$ cat config.mk
export PLATFORM = sky130hd
export DESIGN_NAME = opcode_sequencer_flat
export DESIGN_NICKNAME = d
export VERILOG_FILES = /design/src/rtl/opcode_sequencer_if.sv /design/src/rtl/opcode_sequencer.sv /design/src/flat_wrapper.sv
export SDC_FILE = /design/constraint.sdc
export NUM_CORES = 1
export LEC_CHECK = 0
export BUFFER_PORTS_ARGS = -buffer_cell sky130_fd_sc_hd__buf_2
export CORE_UTILIZATION = 30
export DETAILED_ROUTE_END_ITERATION = 12
export GPL_ROUTABILITY_DRIVEN = 0
export HOLD_SLACK_MARGIN = 0.12
export SLEW_MARGIN = 20
export SYNTH_ARGS = -nofsm -noshare
export SYNTH_HDL_FRONTEND = slang
export SYNTH_SLANG_ARGS = --single-unit
$ cat constraint.sdc
create_clock -name clk -period 4.7 [get_ports clk]
set_clock_uncertainty 0.05 [all_clocks]
set_input_delay 0.94 -clock clk [delete_from_list [all_inputs] [get_ports clk]]
set_output_delay 0.94 -clock clk [all_outputs]
set_load 0.03 [all_outputs]
$ cat src/rtl/opcode_sequencer_if.sv
// Command, register-bank and response channels of the opcode sequencer.
// The slave view belongs to the sequencer; the master view to the host and bank side.
interface opcode_sequencer_if #(
    parameter int ARCHITECTURE = 32,
    parameter int DATA_W       = 64
);
    logic [ARCHITECTURE-1:0] cmd_data;
    logic                    cmd_valid;
    logic                    cmd_ready;
    logic                    reg_we;
    logic                    reg_re;
    logic [1:0]              reg_addr;
    logic [DATA_W-1:0]       reg_wdata;
    logic [DATA_W-1:0]       reg_rdata;
    logic                    reg_rvalid;
    logic [DATA_W-1:0]       rsp_data;
    logic [1:0]              rsp_status;
    logic                    rsp_valid;
    logic                    rsp_ready;

    modport slave (
        input  cmd_data, cmd_valid, reg_rdata, reg_rvalid, rsp_ready,
        output cmd_ready, reg_we, reg_re, reg_addr, reg_wdata, rsp_data, rsp_status, rsp_valid
    );

    modport master (
        output cmd_data, cmd_valid, reg_rdata, reg_rvalid, rsp_ready,
        input  cmd_ready, reg_we, reg_re, reg_addr, reg_wdata, rsp_data, rsp_status, rsp_valid
    );
endinterface

$ cat src/rtl/opcode_sequencer.sv
// Handshaked opcode sequencer: accepts one- or two-beat register commands, drives
// single-cycle DEC/CTL/MIRQ bank strobes and returns one status/data response per command.
module opcode_sequencer #(
    parameter int ARCHITECTURE = 32,
    parameter int DATA_W       = 64,
    parameter int RD_TIMEOUT   = 255
) (
    input  logic              clk,
    input  logic              reset,
    opcode_sequencer_if.slave bus
);
    localparam int CNT_W = $clog2(RD_TIMEOUT + 1);

    typedef enum logic [2:0] {st_idle, st_beat2, st_write, st_read, st_resp} state_t;

    state_t            state, state_n;
    logic [CNT_W-1:0]  wait_cnt;
    logic [1:0]        rsp_status_p1, rsp_status_n;
    logic [DATA_W-1:0] rsp_data_p1, rsp_data_n;
    logic              rsp_load;
    logic [1:0]        addr_p0;
    logic [31:0]       hi_p0;
    logic [13:0]       lo_p0;
    logic [63:0]       beat_ext;
    logic [3:0]        opcode;
    logic              beat_fire;

    function automatic logic is_read(input logic [3:0] op);
        return (op == 4'd4) || (op == 4'd5) || (op == 4'd6);
    endfunction

    function automatic logic is_write(input logic [3:0] op);
        return (op == 4'd7) || (op == 4'd8) || (op == 4'd9);
    endfunction

    function automatic logic [1:0] op_addr(input logic [3:0] op);
        case (op)
            4'd5, 4'd8: op_addr = 2'd1;
            4'd6, 4'd9: op_addr = 2'd2;
            default:    op_addr = 2'd0;
        endcase
    endfunction

    function automatic logic [DATA_W-1:0] write_data(input logic [1:0] addr, input logic [31:0] hi,
                                                     input logic [13:0] lo);
        case (addr)
            2'd1:    write_data = DATA_W'({hi, lo});
            2'd2:    write_data = DATA_W'({hi, lo[11:0]});
            default: write_data = DATA_W'(hi);
        endcase
    endfunction

    assign beat_ext  = 64'(bus.cmd_data);
    assign opcode    = beat_ext[3:0];
    assign beat_fire = bus.cmd_valid && bus.cmd_ready;

    // Control: state, read wait counter and response status
    always_ff @(posedge clk or posedge reset) begin
        if (reset) begin
            state         <= st_idle;
            wait_cnt      <= '0;
            rsp_status_p1 <= 2'b00;
        end else begin
            state <= state_n;
            if (state != st_read) begin
                wait_cnt <= '0;
            end else if (!bus.reg_rvalid) begin
                wait_cnt <= wait_cnt + 1'b1;
            end
            if (rsp_load) begin
                rsp_status_p1 <= rsp_status_n;
            end
        end
    end

    // Stage p0: command fields latched at beat transfer; p1: response payload
    always_ff @(posedge clk) begin
        if (state == st_idle && beat_fire) begin
            addr_p0 <= op_addr(opcode);
            hi_p0   <= beat_ext[63:32];
            lo_p0   <= beat_ext[17:4];
        end
        if (state == st_beat2 && beat_fire) begin
            hi_p0 <= beat_ext[31:0];
        end
        if (rsp_load) begin
            rsp_data_p1 <= rsp_data_n;
        end
    end

    always_comb begin
        state_n      = state;
        rsp_load     = 1'b0;
        rsp_status_n = 2'b00;
        rsp_data_n   = '0;
        case (state)
            st_idle: begin
                if (beat_fire) begin
                    if (is_write(opcode)) begin
                        state_n = (ARCHITECTURE == 32) ? st_beat2 : st_write;
                    end else if (is_read(opcode)) begin
                        state_n = st_read;
                    end else begin
                        state_n      = st_resp;
                        rsp_load     = 1'b1;
                        rsp_status_n = 2'b01;
                    end
                end
            end
            st_beat2: begin
                if (beat_fire) begin
                    state_n = st_write;
                end
            end
            st_write: begin
                state_n  = st_resp;
                rsp_load = 1'b1;
            end
            st_read: begin
                if (bus.reg_rvalid) begin
                    state_n    = st_resp;
                    rsp_load   = 1'b1;
                    rsp_data_n = bus.reg_rdata;
                end else if (wait_cnt == CNT_W'(RD_TIMEOUT - 1)) begin
                    state_n      = st_resp;
                    rsp_load     = 1'b1;
                    rsp_status_n = 2'b10;
                end
            end
            st_resp: begin
                if (bus.rsp_ready) begin
                    state_n = st_idle;
                end
            end
            default: state_n = st_idle;
        endcase
    end

    // Outputs are gated by state so everything reads zero outside its owning state
    assign bus.cmd_ready  = !reset && ((state == st_idle) || (state == st_beat2));
    assign bus.reg_we     = (state == st_write);
    assign bus.reg_re     = (state == st_read) && (wait_cnt == '0);
    assign bus.reg_addr   = ((state == st_write) || (state == st_read)) ? addr_p0 : 2'd0;
    assign bus.reg_wdata  = (state == st_write) ? write_data(addr_p0, hi_p0, lo_p0) : '0;
    assign bus.rsp_valid  = (state == st_resp);
    assign bus.rsp_data   = (state == st_resp) ? rsp_data_p1 : '0;
    assign bus.rsp_status = (state == st_resp) ? rsp_status_p1 : 2'b00;
endmodule

$ cat src/flat_wrapper.sv
// flat-port wrapper written by rule: the top's interface ports become plain ports
module opcode_sequencer_flat 
#(
    parameter int ARCHITECTURE = 32,
    parameter int DATA_W       = 64,
    parameter int RD_TIMEOUT   = 255
)
  (clk, reset, bus_cmd_data, bus_cmd_valid, bus_reg_rdata, bus_reg_rvalid, bus_rsp_ready, bus_cmd_ready, bus_reg_we, bus_reg_re, bus_reg_addr, bus_reg_wdata, bus_rsp_data, bus_rsp_status, bus_rsp_valid);
  opcode_sequencer_if #(.ARCHITECTURE(ARCHITECTURE), .DATA_W(DATA_W)) bus_i ();
  input  logic clk;
  input  logic reset;
  input wire logic [$bits(bus_i.cmd_data)-1:0] bus_cmd_data;
  input wire logic [$bits(bus_i.cmd_valid)-1:0] bus_cmd_valid;
  input wire logic [$bits(bus_i.reg_rdata)-1:0] bus_reg_rdata;
  input wire logic [$bits(bus_i.reg_rvalid)-1:0] bus_reg_rvalid;
  input wire logic [$bits(bus_i.rsp_ready)-1:0] bus_rsp_ready;
  output wire logic [$bits(bus_i.cmd_ready)-1:0] bus_cmd_ready;
  output wire logic [$bits(bus_i.reg_we)-1:0] bus_reg_we;
  output wire logic [$bits(bus_i.reg_re)-1:0] bus_reg_re;
  output wire logic [$bits(bus_i.reg_addr)-1:0] bus_reg_addr;
  output wire logic [$bits(bus_i.reg_wdata)-1:0] bus_reg_wdata;
  output wire logic [$bits(bus_i.rsp_data)-1:0] bus_rsp_data;
  output wire logic [$bits(bus_i.rsp_status)-1:0] bus_rsp_status;
  output wire logic [$bits(bus_i.rsp_valid)-1:0] bus_rsp_valid;
  assign bus_i.cmd_data = bus_cmd_data;
  assign bus_i.cmd_valid = bus_cmd_valid;
  assign bus_i.reg_rdata = bus_reg_rdata;
  assign bus_i.reg_rvalid = bus_reg_rvalid;
  assign bus_i.rsp_ready = bus_rsp_ready;
  assign bus_cmd_ready = bus_i.cmd_ready;
  assign bus_reg_we = bus_i.reg_we;
  assign bus_reg_re = bus_i.reg_re;
  assign bus_reg_addr = bus_i.reg_addr;
  assign bus_reg_wdata = bus_i.reg_wdata;
  assign bus_rsp_data = bus_i.rsp_data;
  assign bus_rsp_status = bus_i.rsp_status;
  assign bus_rsp_valid = bus_i.rsp_valid;
  opcode_sequencer #(.ARCHITECTURE(ARCHITECTURE), .DATA_W(DATA_W), .RD_TIMEOUT(RD_TIMEOUT)) u_core (.clk(clk), .reset(reset), .bus(bus_i));
endmodule
==> results of run 1 <==
-- metal layers --
| layer | track usage | vias to the layer above | routed length, um |
|---|---|---|---|
| met5 | 0 | - | 8 |
| met4 | 0.0557 | 2 | 230 |
| met3 | 0.0519 | 19 | 1530 |
| met2 | 0.241 | 254 | 7390 |
| met1 | 0.197 | 2180 | 7090 |
| li1 | - | 2341 | - |
-- layout make-up --
type / instances / area (um2) / share of cell area
flip-flops and latches: 125 / 3690 / 0.455
multi-input cells: 387 / 2290 / 0.282
clock buffers: 17 / 425 / 0.0525
repair buffers: 227 / 1170 / 0.144
well taps: 270 / 338 / 0.0417
clock inverters: 15 / 163 / 0.0201
inverters: 8 / 30.0 / 0.00370
-- worst min path at each step --
stage	from	endpoint	depth (start not counted)
final	u_core.rsp_status_p1[0]	u_core.rsp_status_p1[0]	1
after CTS	u_core.rsp_status_p1[0]	u_core.rsp_status_p1[0]	1
after global routing	u_core.rsp_status_p1[0]	u_core.rsp_status_p1[0]	1
after detailed placement	u_core.rsp_status_p1[0]	u_core.rsp_status_p1[0]	1
after floorplan	u_core.rsp_status_p1[1]	u_core.rsp_status_p1[1]	2
after global placement	u_core.rsp_status_p1[0]	u_core.rsp_status_p1[0]	1
-- stage by stage --
step | cells | setup slack [ps] | instance area [um2]
floorplan | 581 | 154 | 6310
global placement | 1017 | 1660 | 7520
detailed placement | 1017 | 1460 | 7520
CTS | 1049 | 999 | 8110
global route | 1049 | 729 | 8110
finish | 1049 | 991 | 8110
-- registers in the layout, summed over array words and instances (netlist names) --
register and cells:
u_core.rsp_status_p1 2, u_core.rsp_data_p1 64, u_core.wait_cnt 8, u_core.state 3, u_core.lo_p0 14, u_core.addr_p0 2
u_core.hi_p0 32
-- logic make-up (layout without fill, tap and decap cells) --
| logic type | count (synthesis) | in the layout | share of synthesized area |
|---|---|---|---|
| and+or+nand+nor | 275 | 275 | 0.244 |
| DFF | 125 | 125 | 0.590 |
| AOI/OAI and AO/OA | 81 | 81 | 0.0881 |
| buffers and inverters | 69 | 267 | 0.0557 |
| xor gates and xnor gates | 7 | 7 | 0.00981 |
| adders and majority gates | 5 | 5 | 0.0100 |
| other | 1 | 18 | 0.000600 |
| muxes | 1 | 1 | 0.00160 |
-- synthesized netlist by cell type (2+ instances only) --
library cell	count	area share
edfxtp_1	112	0.54
nor3b_1	2	0.0024
nand3_1	4	0.0032
buf_2	8	0.0064
a21oi_1	22	0.018
nand2_1	7	0.0042
dfrtp_1	13	0.052
nor2b_1	4	0.0040
nand4_1	2	0.0020
clkbuf_2	3	0.0024
o31ai_1	2	0.0024
buf_4	20	0.024
xor2_1	6	0.0084
and2_1	130	0.13
nand2b_1	2	0.0020
and3_1	35	0.035
inv_1	8	0.0048
nor2_1	79	0.047
nor3_2	2	0.0032
clkbuf_1	30	0.018
a22oi_1	44	0.053
ha_1	5	0.010
o21ai_0	6	0.0048
-- critical path, cell delays in order (launching register included) --
cell and delay, ps:
edfxtp_1 360, inv_1 70, ha_1 620, nor2_1 750
a22oi_1 160, nor2_1 140, buf_2 210
-- report_power, final --
part / leakage [nW] / switching [mW] / internal (mW)
clock: 0.276 / 0.521 / 0.789
sequential: 1.24 / 0.0772 / 1.44
combinational: 2.11 / 0.877 / 0.358
==> results by group, run 1 <==
Clocking
  – CTS Buffer Depth: 2
  – Clock Sinks: 125
  – Htree depth: 4
  – Clk Latency, worst-skew pair: 410 ps
  – CTS resizes: 0
  – Post-CTS Hold Fix Bufs: 0
  – Root Buffer: clkbuf_16
  – Reg clk slew, reported paths: 60 ps
  – CTS tree: done
  – CTS Buf Count: 17
  – Post-CTS Setup Bufs: 0

STA
  – Slew margin rel.: 0.383
  – Worst slew pin tran: 926 ps
  – Period utilization: 0.789
  – # setup viols final: 0
  – F_max: 270 MHz
  – Final-report max-slew violation count: 0
  – Setup TNS: 0 ps
  – Period minus WS final: 3710 ps
  – Hold WS: 479 ps
  – RSZ-0062 raised after global routing: no
  – Final Hold Viols: 0

Critical path
  – Worst Path Arrival: 2720 ps
  – Reg2Reg Depth: 4
  – Required time worst endpoint: 3710 ps
  – Crit start category: flop
  – Setup CP Type: flop to output pin
  – Worst Path Max Fanout: 29
  – Worst R2R Start: u_core.state[0]
  – Worst setup path start: u_core.addr_p0[0]
  – CP Capture Type: output pin
  – Register-to-register setup slack: 2200 ps
  – Critical R2R Capture: u_core.rsp_data_p1[52]
  – CP Capture Point: bus_reg_wdata[3]

Synthesis
  – Yosys warns: 0
  – Post-synth EDFFs: 112
  – Mapped cell area: 6250 um2
  – Mapped Avg Cell Area: 11.1 um2
  – Synth async-reset ratio: 0.104
  – Ys flop type: edfxtp_1
  – Post-Synthesis Cells: 564
  – Yosys reg bits: 125
  – Synth unique cells: 41
  – Sequential cell area fraction in the yosys report: 0.590

Power
  – Final Power: 4.06 mW
  – Power Dens Cells: 501 nW/um2
  – Static leakage: 3.62 nW
  – Worst vdd ir: 233 uV

Final layout
  – Diode count: 0
  – Final nets: 872
  – Fraction of layout cells with a size suffix above 1: 0.338
  – Synth-to-layout area growth: 29.7%
  – Most common cell after layout, fill and taps aside: buf_2
  – Final design utilization: 0.399
  – Fillers: 2,049
  – Most frequent cells in the layout: buf_2 (218), and2_1 (130), edfxtp_1 (112)

Route
  – DRT Pass-1 Iters: 5
  – DR vias: 4,796
  – Drt drc: 0
  – Drt initial violations: 239
  – Aggregate routed wire length: 16.2 mm
  – Drt via density: 4.57
  – DR WL/cell: 15.5 um
  – Antenna-violating nets left: 0

Floorplanning
  – Core area: 20,300 um2
  – I/O pin cnt: 237
  – Num rows: 52
  – Die Y: 146 um
  – Die area: 21,400 um2
  – Die span in x: 146 um
  – Starting density of the core: 0.308

GRT
  – Total track usage: 0.154
  – Initial antenna violation count: 2
  – Gr ovfl total: 0
  – Vias in the first global route: 4,650
  – First-pass GRT wire length: 25.2 mm
  – Largest net degree at the start of global routing: 67

Outcome
  – Status: finished, final reports clean

Job
  – Max_cap viols: 0

Placed design
  – Dpl hpwl: 11.4 mm
  – IO Port Bufs: 218

Worst hold path
  – Hold Path Class: flop to flop
No activity file was read; power rests on OpenSTA's default activity.
==> inputs of run 2 (changes only) <==
clock period = 3.5 ns   (was 4.7 ns; I/O delays follow)
==> results by group, run 2 (same netlist as run 1, synthesis figures left out) <==
Clocking
  – Clock Sinks: 125 (unchanged)
  – Post-CTS Setup Bufs: 0 (unchanged)
  – CTS Buf Count: 17 (unchanged)
  – Htree depth: 4 (unchanged)
  – CTS tree: done
  – CTS Buffer Depth: 2 (unchanged)
  – Root Buffer: clkbuf_16
  – Clk Latency, worst-skew pair: 400 ps (about the same)
  – CTS resizes: 0 (unchanged)
  – Reg clk slew, reported paths: 60 ps (about the same)
  – Post-CTS Hold Fix Bufs: 0 (unchanged)

Power
  – Static leakage: 3.66 nW (+1.1%)
  – Final Power: 5.59 mW (+38%)
  – Power Dens Cells: 684 nW/um2 (+37%)
  – Worst vdd ir: 296 uV (+27%)

STA
  – Period minus WS final: 3230 ps
  – # setup viols final: 0 (unchanged)
  – Worst slew pin tran: 890 ps (-35.3 ps)
  – Slew margin rel.: 0.406 (+0.0236)
  – Setup TNS: 0 ps (unchanged)
  – Final Hold Viols: 0 (unchanged)
  – Final-report max-slew violation count: 0 (unchanged)
  – Period utilization: 0.924
  – F_max: 309 MHz
  – RSZ-0062 raised after global routing: no

Critical path
  – Largest stage delay, worst path: 650 ps (-100 ps)
  – Buf/Inv on CP: 2 (unchanged)
  – Crit start category: flop
  – Top cell by count, worst path: nor2_1
  – Largest delay contributor family on the critical path: simple AND/OR/NAND/NOR gates
  – Required time worst endpoint: 2750 ps (-960 ps)
  – Worst setup path start: u_core.addr_p0[0]
  – Critical-path top delay cell: nor2_1
  – Setup CP Type: flop to output pin
  – Critical-path cell list: inv_1, ha_1, nor2_1, a22oi_1, nor2_1, buf_2
  – CP Capture Type: output pin
  – Worst Path Max Fanout: 15 (-48%)
  – Worst Path Arrival: 2480 ps (-240 ps)
  – Worst R2R Start: u_core.state[1]

GRT
  – Largest net degree at the start of global routing: 67 (unchanged)
  – Busiest grt layer: met2
  – Initial antenna violation count: 1 (-1)
  – Vias in the first global route: 4,492 (-3.4%)
  – Global Route met2 Usage: 0.227 (-0.0140)
  – Gr ovfl total: 0 (unchanged)
  – GR Layer Usage met1: 0.192 (-0.00521)
  – Met3 usage: 0.0544 (+0.00250)
  – Total track usage: 0.148 (-0.00530)
  – First-pass GRT wire length: 24.5 mm (-2.8%)

Floorplanning
  – Die Y: 146 um (unchanged)
  – Starting density of the core: 0.308 (unchanged)
  – Die span in x: 146 um (unchanged)
  – Die area: 21,400 um2 (unchanged)
  – Core area: 20,300 um2 (unchanged)
  – Num rows: 52 (unchanged)
  – I/O pin cnt: 237 (unchanged)

Route
  – Aggregate routed wire length: 15.9 mm (-2.2%)
  – Drt initial violations: 311 (+30%)
  – Drt via density: 4.57 (about the same)
  – DR WL/cell: 15.1 um (-2.4%)
  – DR vias: 4,805 (+0.19%)
  – Antenna-violating nets left: 0 (unchanged)
  – Drt drc: 0 (unchanged)
  – DRT Pass-1 Iters: 5 (unchanged)

Placed design
  – Dpl hpwl: 11.3 mm (-0.94%)
  – IO Port Bufs: 218 (unchanged)

Worst hold path
  – Hold Path Class: input pin to async pin

Final layout
  – Fraction of layout cells with a size suffix above 1: 0.338 (+0.000849)
  – Biggest regs: u_core.rsp_data_p1 x64, u_core.hi_p0 x32, u_core.lo_p0 x14
  – Most common cell after layout, fill and taps aside: buf_2
  – Largest Register: u_core.rsp_data_p1
  – Largest register FFs: 64 (unchanged)
  – Most frequent cells in the layout: buf_2 (218), and2_1 (130), edfxtp_1 (112)
  – Synth-to-layout area growth: 30.6%
  – Final nets: 873 (+0.11%)

Outcome
  – Status: finished, final reports clean

Job
  – Max_cap viols: 0 (unchanged)
[run 2: area by class of cell]
type                    count  area [um2]
well taps                 270         338
inverters                   8        30.0
clock buffers              18         429
clock inverters            14         206
diodes                      1        2.50
multi-input cells         387        2290
fillers                  2040       12100
flip-flops and latches    125        3690
repair buffers            228        1180
[run 2: stage by stage]
stage	instance area [um2]	instances	setup slack [ps]	hold slack, ps	util
final	8160	1051	266	316	0.402
after global routing	8160	1050	131	339	0.402
after CTS	8160	1050	291	312	0.402
after detailed placement	7520	1018	730	447	0.371
after global placement	7520	1018	889	455	0.371
after floorplan	6320	581	188	414	-
[run 2: final timing paths]
kind | endpoint | slack (ps) | depth (start not counted)
setup reg to reg | u_core.rsp_data_p1[0] | 1370 | 3
setup / recovery | bus_reg_wdata[3] | 270 | 6
hold reg to reg | u_core.rsp_status_p1[1] | 460 | 2
min in group clk | u_core.lo_p0[3] | 430 | 1
hold / removal | u_core.wait_cnt[6] | 320 | 2
max in group asynchronous | u_core.state[2] | 2720 | 2
[run 2: layer usage]
metal / share of wire / wire length [um]
met1: 0.44 / 6970
met4: 0.018 / 293
met3: 0.10 / 1610
met2: 0.44 / 7010
met5: 0 / 0
[run 2: power breakdown]
group	switching [mW]	total (mW)	internal [mW]
clock network	0.681	1.89	1.21
logic	1.17	1.65	0.483
registers	0.120	2.05	1.93
total	1.97	5.59	3.62
==> inputs of run 3 (changes only) <==
clock period = 4.19 ns   (was 3.5 ns; I/O delays follow)
==> results by group, run 3 (same netlist as run 1, synthesis figures left out) <==
Outcome
  – Status: finished, final reports clean

Power
  – Power Dens Cells: 557 nW/um2 (-19%)
  – Clock Power Share: 0.317 (-0.021)
  – Switch Pwr: 1.67 mW (-15%)
  – Static leakage: 3.62 nW (-1.1%)
  – Int Pwr: 2.85 mW (-21%)
  – Worst vdd ir: 286 uV (-3.2%)
  – Sequential power share: 0.378 (+0.012)
  – Switching portion of total power: 0.370 (+0.0175)
  – Combinational share of power: 0.305 (+0.010)

Route
  – DRT Pass-1 Iters: 5 (unchanged)
  – Aggregate routed wire length: 15.9 mm (+0.13%)
  – Drt initial violations: 319 (+2.6%)
  – DR vias: 4,766 (-0.81%)
  – Drt via density: 4.54 (-0.72%)
  – Antenna-violating nets left: 0 (unchanged)
  – Drt drc: 0 (unchanged)
  – DR WL/cell: 15.2 um (+0.23%)

Critical path
  – Required time worst endpoint: 3300 ps (+550 ps)
  – Crit start category: flop
  – CP Capture Type: output pin
  – Worst Path Arrival: 2560 ps (+80 ps)
  – Worst Path Max Fanout: 35 (+20)
  – Setup CP Type: flop to output pin

Clocking
  – Post-CTS Hold Fix Bufs: 0 (unchanged)
  – CTS resizes: 0 (unchanged)
  – CTS Buffer Depth: 2 (unchanged)
  – Post-CTS Setup Bufs: 0 (unchanged)
  – Htree depth: 4 (unchanged)
  – Clk Latency, worst-skew pair: 410 ps (about the same)
  – Clock Sinks: 125 (unchanged)
  – Root Buffer: clkbuf_16
  – CTS Buf Count: 17 (unchanged)
  – Reg clk slew, reported paths: 60 ps (about the same)
  – CTS tree: done

STA
  – # setup viols final: 0 (unchanged)
  – Period utilization: 0.823
  – Final-report max-slew violation count: 0 (unchanged)
  – Worst slew pin tran: 899 ps (+8.67 ps)
  – Slew margin rel.: 0.401 (-0.00578)
  – Period minus WS final: 3450 ps
  – Setup TNS: 0 ps (unchanged)
  – RSZ-0062 raised after global routing: no
  – Final Hold Viols: 0 (unchanged)
  – F_max: 290 MHz

Floorplanning
  – I/O pin cnt: 237 (unchanged)
  – Starting density of the core: 0.308 (unchanged)
  – Core area: 20,300 um2 (unchanged)
  – Num rows: 52 (unchanged)
  – Die Y: 146 um (unchanged)
  – Die area: 21,400 um2 (unchanged)
  – Die span in x: 146 um (unchanged)

Final layout
  – Final nets: 873 (unchanged)
  – Diode count: 0 (-1)
  – Fraction of layout cells with a size suffix above 1: 0.340 (+0.00128)
  – Largest Register: u_core.rsp_data_p1
  – Biggest regs: u_core.rsp_data_p1 x64, u_core.hi_p0 x32, u_core.lo_p0 x14
  – Synth-to-layout area growth: 29.6%
  – Most frequent cells in the layout: buf_2 (218), and2_1 (130), edfxtp_1 (112)
  – Fin area: 8100 um2 (-0.78%)
  – Most common cell after layout, fill and taps aside: buf_2
  – Largest register FFs: 64 (unchanged)

GRT
  – Total track usage: 0.152 (+0.00352)
  – First-pass GRT wire length: 25.2 mm (+2.7%)
  – Initial antenna violation count: 0 (-1)
  – Largest net degree at the start of global routing: 67 (unchanged)
  – Vias in the first global route: 4,715 (+5.0%)
  – Gr ovfl total: 0 (unchanged)

Job
  – Max_cap viols: 0 (unchanged)

Placed design
  – Placed Area: 7520 um2 (unchanged)
  – Dpl hpwl: 11.3 mm (about the same)
  – IO Port Bufs: 218 (unchanged)

Worst hold path
  – Hold Path Class: input pin to async pin
-- run 3: worst paths after layout --
kind,start,to,slack [ps],cells after the start
max reg2reg,u_core.state[2],u_core.hi_p0[30],1830,5
min in group clk,u_core.rsp_status_p1[1],u_core.rsp_status_p1[1],470,2
max in group asynchronous,reset,u_core.state[0],3310,2
min,reset,u_core.wait_cnt[5],430,2
min reg2reg,u_core.rsp_status_p1[1],u_core.rsp_status_p1[1],470,2
max,u_core.addr_p0[1],bus_reg_wdata[1],740,8
-- run 3: layout make-up --
| type | count | area [um2] |
|---|---|---|
| Inverter | 8 | 30.0 |
| Tap cell | 270 | 338 |
| Clock buffer | 17 | 425 |
| Multi-Input combinational cell | 387 | 2290 |
| Fill cell | 2047 | 12200 |
| Sequential cell | 125 | 3690 |
| Clock inverter | 15 | 149 |
| Timing Repair Buffer | 228 | 1180 |
-- run 3: critical path, stage by stage (launching register included) --
cell	delay, ps
edfxtp_1	410
inv_1	100
ha_1	140
buf_4	310
nor2_1	90
nor2_1	570
a22oi_1	190
nor2_1	140
buf_2	210
-- run 3: power by group through the flow --
stage / Combinational, mW / Clock [mW] / Sequential (mW)
2_1_floorplan: 1.01 / 0 / 1.68
5_1_grt: 1.50 / 1.52 / 1.73
3_5_place_dp: 1.39 / 0 / 1.73
6_report: 1.38 / 1.43 / 1.70
4_1_cts: 1.40 / 1.48 / 1.71
3_3_place_gp: 1.39 / 0 / 1.73
-- run 3: metrics by stage --
step                hold WS (ps)  std cells  setup slack, ps  total power [mW]   util
CTS                          427       1050              773              4.58  0.399
floorplan                    414        581              740              2.69      -
finish                       428       1050              741              4.51  0.399
global placement             454       1018             1250              3.12  0.371
detailed placement           458       1018             1240              3.12  0.371
global route                 462       1050              554              4.75  0.399
-- run 3: per-layer routing --
metal  track usage  routed length [um]
met3        0.0575                1620
met2         0.240                7170
met4        0.0443                 183
met5             0                   0
met1         0.193                6930
